**config.mk**
```make
export PLATFORM = sky130hd
export DESIGN_NAME = bus_mem_arbiter_flat
export DESIGN_NICKNAME = d
export VERILOG_FILES = /design/src/rtl/cpu_types_pkg.sv /design/src/rtl/bus_arb_if.sv /design/src/rtl/rr_picker.sv /design/src/rtl/bus_mem_arbiter.sv /design/src/flat_wrapper.sv
export SDC_FILE = /design/constraint.sdc
export NUM_CORES = 1
export LEC_CHECK = 0
export BUFFER_PORTS_ARGS = -buffer_cell sky130_fd_sc_hd__buf_2
export CORE_MARGIN = 8
export CORE_UTILIZATION = 44
export CTS_BUF_LIST = sky130_fd_sc_hd__clkbuf_4
export DETAILED_ROUTE_END_ITERATION = 8
export GPL_TIMING_DRIVEN = 0
export PLACE_DENSITY = 0.84
export SLEW_MARGIN = 40
export SYNTH_ARGS = -nofsm -noshare
export SYNTH_HDL_FRONTEND = slang
export SYNTH_HIERARCHICAL = 1
export SYNTH_SLANG_ARGS = --single-unit
```
**constraint.sdc**
```tcl
create_clock -name CLK -period 3 [get_ports CLK]
set_clock_uncertainty 0.2 [all_clocks]
set_input_delay 0.45 -clock CLK [delete_from_list [all_inputs] [get_ports CLK]]
set_output_delay 0.45 -clock CLK [all_outputs]
set_load 0.05 [all_outputs]
```
**src/rtl/cpu_types_pkg.sv**
```systemverilog
// Shared types for the bus-to-memory arbitration path.
// Contents:
//   word_t        32-bit data/address word
//   arb_state_t   arbiter FSM states
//   mem_op_t      latched memory operation
//   TIMEOUT_DATA  read data returned to a requester whose access was aborted
//   idx_width()   width of an index over n items, never less than 1
package cpu_types_pkg;

    typedef logic [31:0] word_t;

    typedef enum logic [1:0] {ARB_IDLE, ARB_ACCESS} arb_state_t;

    typedef enum logic {OP_READ, OP_WRITE} mem_op_t;

    localparam word_t TIMEOUT_DATA = 32'hBAD1BAD1;

    function automatic int idx_width(input int n);
        return (n > 1) ? $clog2(n) : 1;
    endfunction

endpackage

```
**src/rtl/bus_arb_if.sv**
```systemverilog
// Signal bundle between the cache-side requesters, the arbiter and the
// single data-memory port.
// Modports:
//   arb    the arbiter: takes requests and memory status, drives responses
//          and memory commands
//   cache  the requesters: drive cREN/cWEN/caddr/cstore, see cwait/cload
//   mem    the memory: sees dREN/dWEN/daddr/dstore, drives dwait/dload
interface bus_arb_if #(
    parameter int CPUS = 2
);
    localparam int GW = cpu_types_pkg::idx_width(CPUS);

    // requester side
    logic [CPUS-1:0]                 cREN;
    logic [CPUS-1:0]                 cWEN;
    cpu_types_pkg::word_t [CPUS-1:0] caddr;
    cpu_types_pkg::word_t [CPUS-1:0] cstore;
    logic [CPUS-1:0]                 cwait;
    cpu_types_pkg::word_t [CPUS-1:0] cload;

    // memory side
    logic                 dREN;
    logic                 dWEN;
    cpu_types_pkg::word_t daddr;
    cpu_types_pkg::word_t dstore;
    logic                 dwait;
    cpu_types_pkg::word_t dload;

    // status
    logic [GW-1:0] grant;
    logic          timeout_err;

    modport arb (
        input  cREN, cWEN, caddr, cstore, dwait, dload,
        output cwait, cload, dREN, dWEN, daddr, dstore, grant, timeout_err
    );

    modport cache (
        output cREN, cWEN, caddr, cstore,
        input  cwait, cload, grant
    );

    modport mem (
        input  dREN, dWEN, daddr, dstore,
        output dwait, dload
    );

endinterface

```
**src/rtl/rr_picker.sv**
```systemverilog
// Combinational rotating-priority picker.
// Ports:
//   req    in  N  request vector
//   start  in  W  index with highest priority this cycle (must be < N)
//   idx    out W  winning index (first requester at or after start, wrapping)
//   valid  out 1  at least one request present
// With start tied to 0 this is a plain lowest-index-wins priority encoder.
module rr_picker #(
    parameter int N = 2,
    parameter int W = 1
) (
    input  logic [N-1:0] req,
    input  logic [W-1:0] start,
    output logic [W-1:0] idx,
    output logic         valid
);

    // Requests at or above the start pointer take precedence; if none exist
    // the search wraps around to the lowest requesting index.
    logic [N-1:0] hi_req;

    generate
        for (genvar gi = 0; gi < N; gi++) begin : g_hi
            assign hi_req[gi] = req[gi] && (gi >= int'(start));
        end
    endgenerate

    logic [W-1:0] lo_idx;
    logic [W-1:0] hi_idx;

    always_comb begin
        lo_idx = '0;
        hi_idx = '0;
        // Descending scan so the lowest set bit is the last one written.
        for (int i = N - 1; i >= 0; i--) begin
            if (req[i]) begin
                lo_idx = W'(i);
            end
            if (hi_req[i]) begin
                hi_idx = W'(i);
            end
        end
    end

    assign valid = |req;
    assign idx   = (|hi_req) ? hi_idx : lo_idx;

endmodule

```
**src/rtl/bus_mem_arbiter.sv**
```systemverilog
// Multi-requester front end for a single data-memory port.
// Accepts word read/write requests from CPUS channels, picks one
// (round-robin or fixed priority), latches its command and runs it on the
// memory port until dwait drops or the optional watchdog expires.
// Ports:
//   CLK  in  clock, rising edge
//   RST  in  asynchronous active-high reset
//   bus  arb modport of bus_arb_if: requests/responses, memory port,
//        grant and timeout_err status
// Parameters:
//   CPUS     number of requesting channels (>= 1)
//   RR_MODE  1 = round-robin, 0 = lowest index wins
//   TIMEOUT  cycles of continuous dwait in ACCESS before abort, 0 = off
module bus_mem_arbiter #(
    parameter int CPUS    = 2,
    parameter int RR_MODE = 1,
    parameter int TIMEOUT = 0
) (
    input logic    CLK,
    input logic    RST,
    bus_arb_if.arb bus
);
    import cpu_types_pkg::*;

    localparam int GW   = idx_width(CPUS);
    localparam int TMAX = (TIMEOUT > 0) ? TIMEOUT - 1 : 0;
    localparam int TW   = idx_width(TMAX + 1);

    arb_state_t    state_reg;
    logic [GW-1:0] grant_reg;
    logic [GW-1:0] rr_ptr_reg;
    mem_op_t       op_reg;
    word_t         addr_reg;
    word_t         data_reg;
    logic [TW-1:0] timer_reg;

    logic [CPUS-1:0] req;
    logic [GW-1:0]   start;
    logic [GW-1:0]   win_idx;
    logic            win_valid;
    logic            in_access;
    logic            done;
    logic            abort;
    logic            finish;
    logic [GW-1:0]   next_ptr;

    generate
        for (genvar gi = 0; gi < CPUS; gi++) begin : g_req
            assign req[gi] = bus.cREN[gi] | bus.cWEN[gi];
        end
    endgenerate

    assign start = (RR_MODE != 0) ? rr_ptr_reg : '0;

    rr_picker #(
        .N (CPUS),
        .W (GW)
    ) u_picker (
        .req   (req),
        .start (start),
        .idx   (win_idx),
        .valid (win_valid)
    );

    assign in_access = (state_reg == ARB_ACCESS);
    assign done      = in_access && !bus.dwait;
    // Abort only while dwait is still high, so a completion landing on the
    // last allowed cycle is treated as a normal completion.
    assign abort     = (TIMEOUT > 0) && in_access && bus.dwait
                       && (timer_reg == TW'(TMAX));
    assign finish    = done || abort;
    assign next_ptr  = (grant_reg == GW'(CPUS - 1)) ? '0 : grant_reg + 1'b1;

    always_ff @(posedge CLK or posedge RST) begin
        if (RST) begin
            state_reg  <= ARB_IDLE;
            grant_reg  <= '0;
            rr_ptr_reg <= '0;
            op_reg     <= OP_READ;
            addr_reg   <= '0;
            data_reg   <= '0;
            timer_reg  <= '0;
        end else begin
            case (state_reg)
                ARB_IDLE: begin
                    if (win_valid) begin
                        // A channel asserting both enables is treated as a write.
                        grant_reg <= win_idx;
                        op_reg    <= bus.cWEN[win_idx] ? OP_WRITE : OP_READ;
                        addr_reg  <= bus.caddr[win_idx];
                        data_reg  <= bus.cstore[win_idx];
                        timer_reg <= '0;
                        state_reg <= ARB_ACCESS;
                    end
                end
                ARB_ACCESS: begin
                    if (finish) begin
                        rr_ptr_reg <= next_ptr;
                        state_reg  <= ARB_IDLE;
                    end else if (timer_reg != TW'(TMAX)) begin
                        // Saturating count of stalled cycles.
                        timer_reg <= timer_reg + 1'b1;
                    end
                end
                default: begin
                    state_reg <= ARB_IDLE;
                end
            endcase
        end
    end

    // Memory command comes only from the latched copy so requester changes
    // during ACCESS cannot disturb it.
    assign bus.dREN        = in_access && (op_reg == OP_READ);
    assign bus.dWEN        = in_access && (op_reg == OP_WRITE);
    assign bus.daddr       = in_access ? addr_reg : '0;
    assign bus.dstore      = in_access ? data_reg : '0;
    assign bus.grant       = grant_reg;
    assign bus.timeout_err = abort;

    // Response path is combinational so the owner sees completion in the
    // same cycle memory drops dwait.
    always_comb begin
        bus.cwait = '1;
        bus.cload = '0;
        if (finish) begin
            bus.cwait[grant_reg] = 1'b0;
            if (abort) begin
                bus.cload[grant_reg] = TIMEOUT_DATA;
            end else if (op_reg == OP_READ) begin
                bus.cload[grant_reg] = bus.dload;
            end
        end
    end

endmodule

```
**src/flat_wrapper.sv**
```systemverilog
// flat-port wrapper written by rule: the top's interface ports become plain ports
module bus_mem_arbiter_flat import cpu_types_pkg::*;
#(
    parameter int CPUS    = 2,
    parameter int RR_MODE = 1,
    parameter int TIMEOUT = 0
)
  (CLK, RST, bus_cREN, bus_cWEN, bus_caddr, bus_cstore, bus_dwait, bus_dload, bus_cwait, bus_cload, bus_dREN, bus_dWEN, bus_daddr, bus_dstore, bus_grant, bus_timeout_err);
  bus_arb_if #(.CPUS(CPUS)) bus_i ();
  input logic CLK;
  input logic RST;
  input wire logic [$bits(bus_i.cREN)-1:0] bus_cREN;
  input wire logic [$bits(bus_i.cWEN)-1:0] bus_cWEN;
  input wire logic [$bits(bus_i.caddr)-1:0] bus_caddr;
  input wire logic [$bits(bus_i.cstore)-1:0] bus_cstore;
  input wire logic [$bits(bus_i.dwait)-1:0] bus_dwait;
  input wire logic [$bits(bus_i.dload)-1:0] bus_dload;
  output wire logic [$bits(bus_i.cwait)-1:0] bus_cwait;
  output wire logic [$bits(bus_i.cload)-1:0] bus_cload;
  output wire logic [$bits(bus_i.dREN)-1:0] bus_dREN;
  output wire logic [$bits(bus_i.dWEN)-1:0] bus_dWEN;
  output wire logic [$bits(bus_i.daddr)-1:0] bus_daddr;
  output wire logic [$bits(bus_i.dstore)-1:0] bus_dstore;
  output wire logic [$bits(bus_i.grant)-1:0] bus_grant;
  output wire logic [$bits(bus_i.timeout_err)-1:0] bus_timeout_err;
  assign bus_i.cREN = bus_cREN;
  assign bus_i.cWEN = bus_cWEN;
  assign bus_i.caddr = bus_caddr;
  assign bus_i.cstore = bus_cstore;
  assign bus_i.dwait = bus_dwait;
  assign bus_i.dload = bus_dload;
  assign bus_cwait = bus_i.cwait;
  assign bus_cload = bus_i.cload;
  assign bus_dREN = bus_i.dREN;
  assign bus_dWEN = bus_i.dWEN;
  assign bus_daddr = bus_i.daddr;
  assign bus_dstore = bus_i.dstore;
  assign bus_grant = bus_i.grant;
  assign bus_timeout_err = bus_i.timeout_err;
  bus_mem_arbiter #(.CPUS(CPUS), .RR_MODE(RR_MODE), .TIMEOUT(TIMEOUT)) u_core (.CLK(CLK), .RST(RST), .bus(bus_i));
endmodule
```
Yosys cells after proc, flatten, opt, wreduce, memory -nomap -nowiden
Index checks and enable logic that the tools add are counted.
{"block": "op_classes", "addsub": 1, "mul": 0, "n_div": 0, "magnitude_cmp": 4, "eq_ne": 3, "shifts": 0, "mux": 24, "bitwise": 5, "n_reduce_logical": 12}
{"operator": "2-to-1 mux 32 bit", "count": 7}
{"operator": "2-to-1 mux 64 bit", "count": 2}
{"operator": "AND 64 bit", "count": 1}
{"operator": "demux 32 bit (select 1 bit)", "count": 1}
{"operator": "2-to-1 mux 1 bit", "count": 9}
{"operator": "2-to-1 mux 2 bit", "count": 3}
{"operator": "AND reduction 2 bit", "count": 3}
{"operator": "logical AND 1 bit", "count": 5}
{"operator": "less-than comparator 1 x 2 -> 1 bit (second input constant)", "count": 2}
{"operator": "!= test 2 bit (second input constant)", "count": 2}
{"operator": "case mux 2 bit (2 select lines)", "count": 1}
{"operator": "OR reduction 2 bit", "count": 2}
{"operator": "equality test 2 x 1 -> 1 bit (second input constant)", "count": 1}
{"operator": "logical NOT 2 bit", "count": 1}
{"operator": "NOT 2 bit", "count": 1}
{"operator": "bitwise OR 1 bit", "count": 2}
{"operator": "adder 1 bit (second input constant)", "count": 1}
{"operator": "demux 1 bit (select 1 bit)", "count": 1}
{"operator": "greater-or-equal comparator 1 bit (first input constant)", "count": 1}
{"operator": "greater-or-equal comparator 1 bit (second input constant)", "count": 1}
{"operator": "logical NOT 1 bit", "count": 1}
{"operator": "NOT 1 bit", "count": 1}
{"block": "word_totals", "regBits": 69, "latchBits": 0, "ramBits": 0, "rom_bits": 0, "wordCells": 55, "memories": 0}

Depth between registers and ports, before layout
{"block": "logic_depth", "depth_word": 7, "depth_mapped": 6, "ltp_nobuf": 4}

By module
The synthesis kept the hierarchy.
{"mod": "bus_mem_arbiter", "n_inst": 1, "cells_per_inst": 370, "area_per_inst_um2": 4531.8, "seq_area_each_um2": 1701.6}
{"mod": "rr_picker", "n_inst": 1, "cells_per_inst": 3, "area_per_inst_um2": 17.5, "seq_area_each_um2": 0.0}

Least setup slack after synthesis
No wires, ideal clock.
{"block": "synth_path", "path_kind": "reg-to-output", "from": "register u_core.state_reg[0]", "to": "output bus_cload[6]", "t_arrival_ns": 2.869, "required_ns": 2.350, "path_slack_ns": -0.519, "path_stages_with_launch": 3, "path_cell_list": "dfrtp_1 nor2b_1 nor4bb_1"}
{"block": "synth_between", "elab_chain_len": 3}
{"item": "from (decl)", "line": "bus_mem_arbiter.sv:29", "source": "arb_state_t state_reg;"}
{"item": "from (signal assigned)", "line": "bus_mem_arbiter.sv:76", "source": "state_reg <= ARB_IDLE;"}
{"item": "from (signal assigned)", "line": "bus_mem_arbiter.sv:93", "source": "state_reg <= ARB_ACCESS;"}
{"item": "from (signal assigned)", "line": "bus_mem_arbiter.sv:99", "source": "state_reg <= ARB_IDLE;"}
{"item": "equality test 2 x 1 -> 1 bit", "line": "bus_mem_arbiter.sv:65", "source": "assign in_access = (state_reg == ARB_ACCESS);"}
{"item": "logical AND 1 bit", "line": "bus_mem_arbiter.sv:66", "source": "assign done = in_access && !bus.dwait;"}
{"item": "2-to-1 mux 64 bit", "line": "bus_mem_arbiter.sv:126", "source": "if (finish) begin"}
{"item": "to (decl)", "line": "flat_wrapper.sv:19", "source": "output wire logic [$bits(bus_i.cload)-1:0] bus_cload;"}
Every way passes these cells.

Worst setup path in the final report
{"block": "layout_path", "from": "register u_core.state_reg[0]", "to": "output bus_cload[17]"}
Same word-level chain as after synthesis.

==> results by group <==
Finish
  – Layout cells sized above 1: between 60% and 70%
  – Design area: 6440 µm²
  – Most frequent cells in the layout: buf_2 (304), and2_1 (127), dfrtp_1 (68)
  – Seq. cell area: 1700 µm²
  – Most common cell after layout, fill and taps aside: buf_2
  – Layout Nets: 852
  – FILL cells: between 800 and 900
  – Fin cells: roughly 830
  – Area Growth Syn to Fin: 41.6%
  – Multi-input logic area: 2670 µm²

Clock network
  – Postcts setup bufs: 0
  – Clk_lat worst skew: approximately 0.4 ns
  – Clk slew on worst S/H paths: between 0.1 and 0.15 ns
  – CTS Buf Count: 9
  – TritonCTS clock tree: done
  – Clock Tree Root: clkbuf_4
  – CTS max path bufs: 2
  – Clock sink count: 68
  – H-tree levels: 3

Worst setup path
  – Critical path endpoint category: primary output
  – Critical setup path kind: flip-flop to primary output
  – CP Launch Type: flip-flop
  – CP cell instances: nor4b_4 > clkbuf_2 > and2_1 > buf_2
  – Crit path max fanout: 10
  – Critical path's slowest cell: dfrtp_1
  – CP max stage delay: 0.60 ns
  – Reg2reg setup slack: 0.98 ns
  – Crit path DAT: ~2.1 ns
  – Worst EP required: between 2 and 2.5 ns

Synthesis
  – Synth Area in Adders: 0%
  – Synthesized area per cell: 12.2 µm²
  – Ys Warns: 6
  – Post-synthesis cell area: roughly 4500 µm²
  – Synth Area in Simple Gates: between 15 and 20%
  – Mapped Cells: around 370
  – Compound-Gate Fraction of Synth Area: less than 1%
  – Yosys cell types: 25
  – XOR/XNOR Fraction of Synth Area: 0%
  – Largest family of logic cells by synthesized area: multiplexers
  – Synth Register Bits: around 70
  – Mux share of post-synthesis cell area: a little under two fifths
  – Syn nets: 540
  – Seq/Total Area, Yosys: between 30% and 40%

Routing
  – Initial DRC count: ~120
  – Wire per inst: around 19 µm
  – Via count: around 3.9k
  – TritonRoute pass-1 iters: 4
  – Routed WL: 15.7 mm
  – # DRC: 0
  – Vias per cell: roughly 4.8
  – Routed Antenna Nets: 0

Pwr
  – Flop pwr share: between 20% and 30%
  – Int Power: 3640 µW
  – Power share of the clock group: around 9.0%
  – VDD IR-drop max: between 0.0007 and 0.0008 V
  – Sw power: around 3900 µW
  – Power, Total: 7580 µW
  – LEAKAGE: between 0.003 and 0.004 µW
  – Combinational power share: around 69%
  – Sw frac: a little over 50%
  – Power Dens Cells: around 1200 nW/µm²

Floorplanning
  – DIE AREA: 13800 µm²
  – Row cnt: 37
  – Die width: 118 µm
  – Initial Util: 44.7%
  – Core area: just over 10000 µm²
  – Die Ht: approximately 120 µm
  – Ports: between 300 and 400

Placed design
  – I/O Buffers: 299
  – Placed insts: roughly 810
  – Hpwl dp: around 13 mm
  – Placed cell areas: 6260 µm²
  – GPL Wtd Cong: 0.890

STA
  – Max-slew violation count: 0
  – RSZ-0062 raised after global routing: no
  – Final Hold Viols: 0
  – Min cycle time layout: ~2.7 ns
  – Setup-failing EPs final: 0
  – Fin Setup TNS: 0 ns
  – Max Clk Rate: about 370 MHz
  – Part of the cycle the worst path needs: between 90% and 100%

GRT
  – Grt ovf: 0
  – Initial antenna violation count: 5
  – First-pass GRT wire length: 24.3 mm
  – GRT Overall Usage: between 20% and 30%
  – Largest net degree at the start of global routing: 39
  – Vias in the first global route: roughly 4.6k

Outcome
  – Outcome: completed

Run
  – Max-capacitance violation count: 0

Min path
  – Hold Path Class: primary input to flip-flop
## power by group through the flow
stage	sequential (µW)	clock, µW	combinational [µW]
after floorplan	1600	0	4210
after global placement	1650	0	5180
after detailed placement	1680	0	5280
after CTS	1670	702	5280
after global routing	1720	746	5470
final	1670	683	5220
## repair_timing
action | in CTS | in global routing
hold endpoints to repair | 37 | 0
setup endpoints to repair | 0 | 25
resized for setup | 0 | 4
hold buffers | 1 | 0
## worst max-delay path, delay by kind of cell (launching register included)
| kind | cells | cell delay, ns |
|---|---|---|
| flops | 1 | 0.60 |
| simple gates | 2 | 0.54 |
| buf+inv | 2 | 0.54 |
## Yosys cell counts
| library cell | number | area (µm²) |
|---|---|---|
| dfrtp_1 | 68 | 1700 |
| a21boi_1 | 1 | 7.51 |
| clkbuf_1 | 10 | 37.5 |
| conb_1 | 1 | 3.75 |
| nand2_1 | 1 | 3.75 |
| or2_2 | 2 | 12.5 |
| buf_2 | 5 | 25.0 |
| inv_1 | 3 | 11.3 |
| nor4b_4 | 1 | 23.8 |
| mux2_2 | 64 | 721 |
| nor2b_1 | 2 | 12.5 |
| buf_6 | 9 | 101 |
| nor2b_2 | 1 | 8.76 |
| or2_1 | 1 | 6.26 |
| buf_4 | 1 | 7.51 |
| o21ai_0 | 1 | 5.00 |
| or3b_2 | 1 | 8.76 |
| and4bb_2 | 1 | 12.5 |
| clkbuf_2 | 3 | 15.0 |
| nor4bb_1 | 1 | 10.0 |
| a21o_1 | 1 | 7.51 |
| and4b_1 | 1 | 10.0 |
| mux2_1 | 1 | 11.3 |
| and2_1 | 127 | 795 |
| mux2_4 | 66 | 991 |
## path summary, 6_finish.rpt
| check | from | end | cells past startpoint |
|---|---|---|---|
| setup / recovery | u_core/state_reg[0] | bus_cload[17] | 4 |
| hold / removal | bus_cstore[14] | u_core/data_reg[14] | 3 |
| setup reg to reg | u_core/rr_ptr_reg | u_core/data_reg[9] | 6 |
| hold reg to reg | u_core/addr_reg[13] | u_core/addr_reg[13] | 1 |
| max in group asynchronous | RST | u_core/addr_reg[31] | 4 |
| min in group asynchronous | RST | u_core/data_reg[13] | 3 |
## routing by layer
layer | vias up | track usage (%) | share of wire (%)
met5 | - | 0 | 0
met1 | 1863 | 20.3 | 35
li1 | 1879 | - | -
met3 | 31 | 6.52 | 6.6
met2 | 175 | 42.4 | 55
met4 | 0 | 11.8 | 4.3
## kinds of logic after synthesis
| family | count (synthesis) |
|---|---|
| compound gates | 3 |
| buf+inv | 31 |
| flops | 68 |
| mux | 131 |
| other cells | 1 |
| simple gates | 139 |
## through the flow
step                utilization, %  hold slack [ns]  setup slack [ns]
floorplan                        -            0.272             0.296
global placement              61.2            0.281            -0.215
detailed placement            61.4            0.271             0.495
CTS                           63.1            0.156           0.00153
global route                  63.2            0.135            0.0698
finish                        63.2            0.186             0.269
## layout make-up
cell class | count | share of cell area, %
Tap cell | 136 | 2.64
Sequential cell | 68 | 26.4
Inverter | 3 | 0.253
Antenna cell | 5 | 0.194
Buffer | 28 | 2.93
Timing Repair Buffer | 301 | 23.7
Clock buffer | 11 | 1.28
Multi-Input combinational cell | 274 | 41.4
Clock inverter | 5 | 1.19
(Power assumes the default switching activity.)
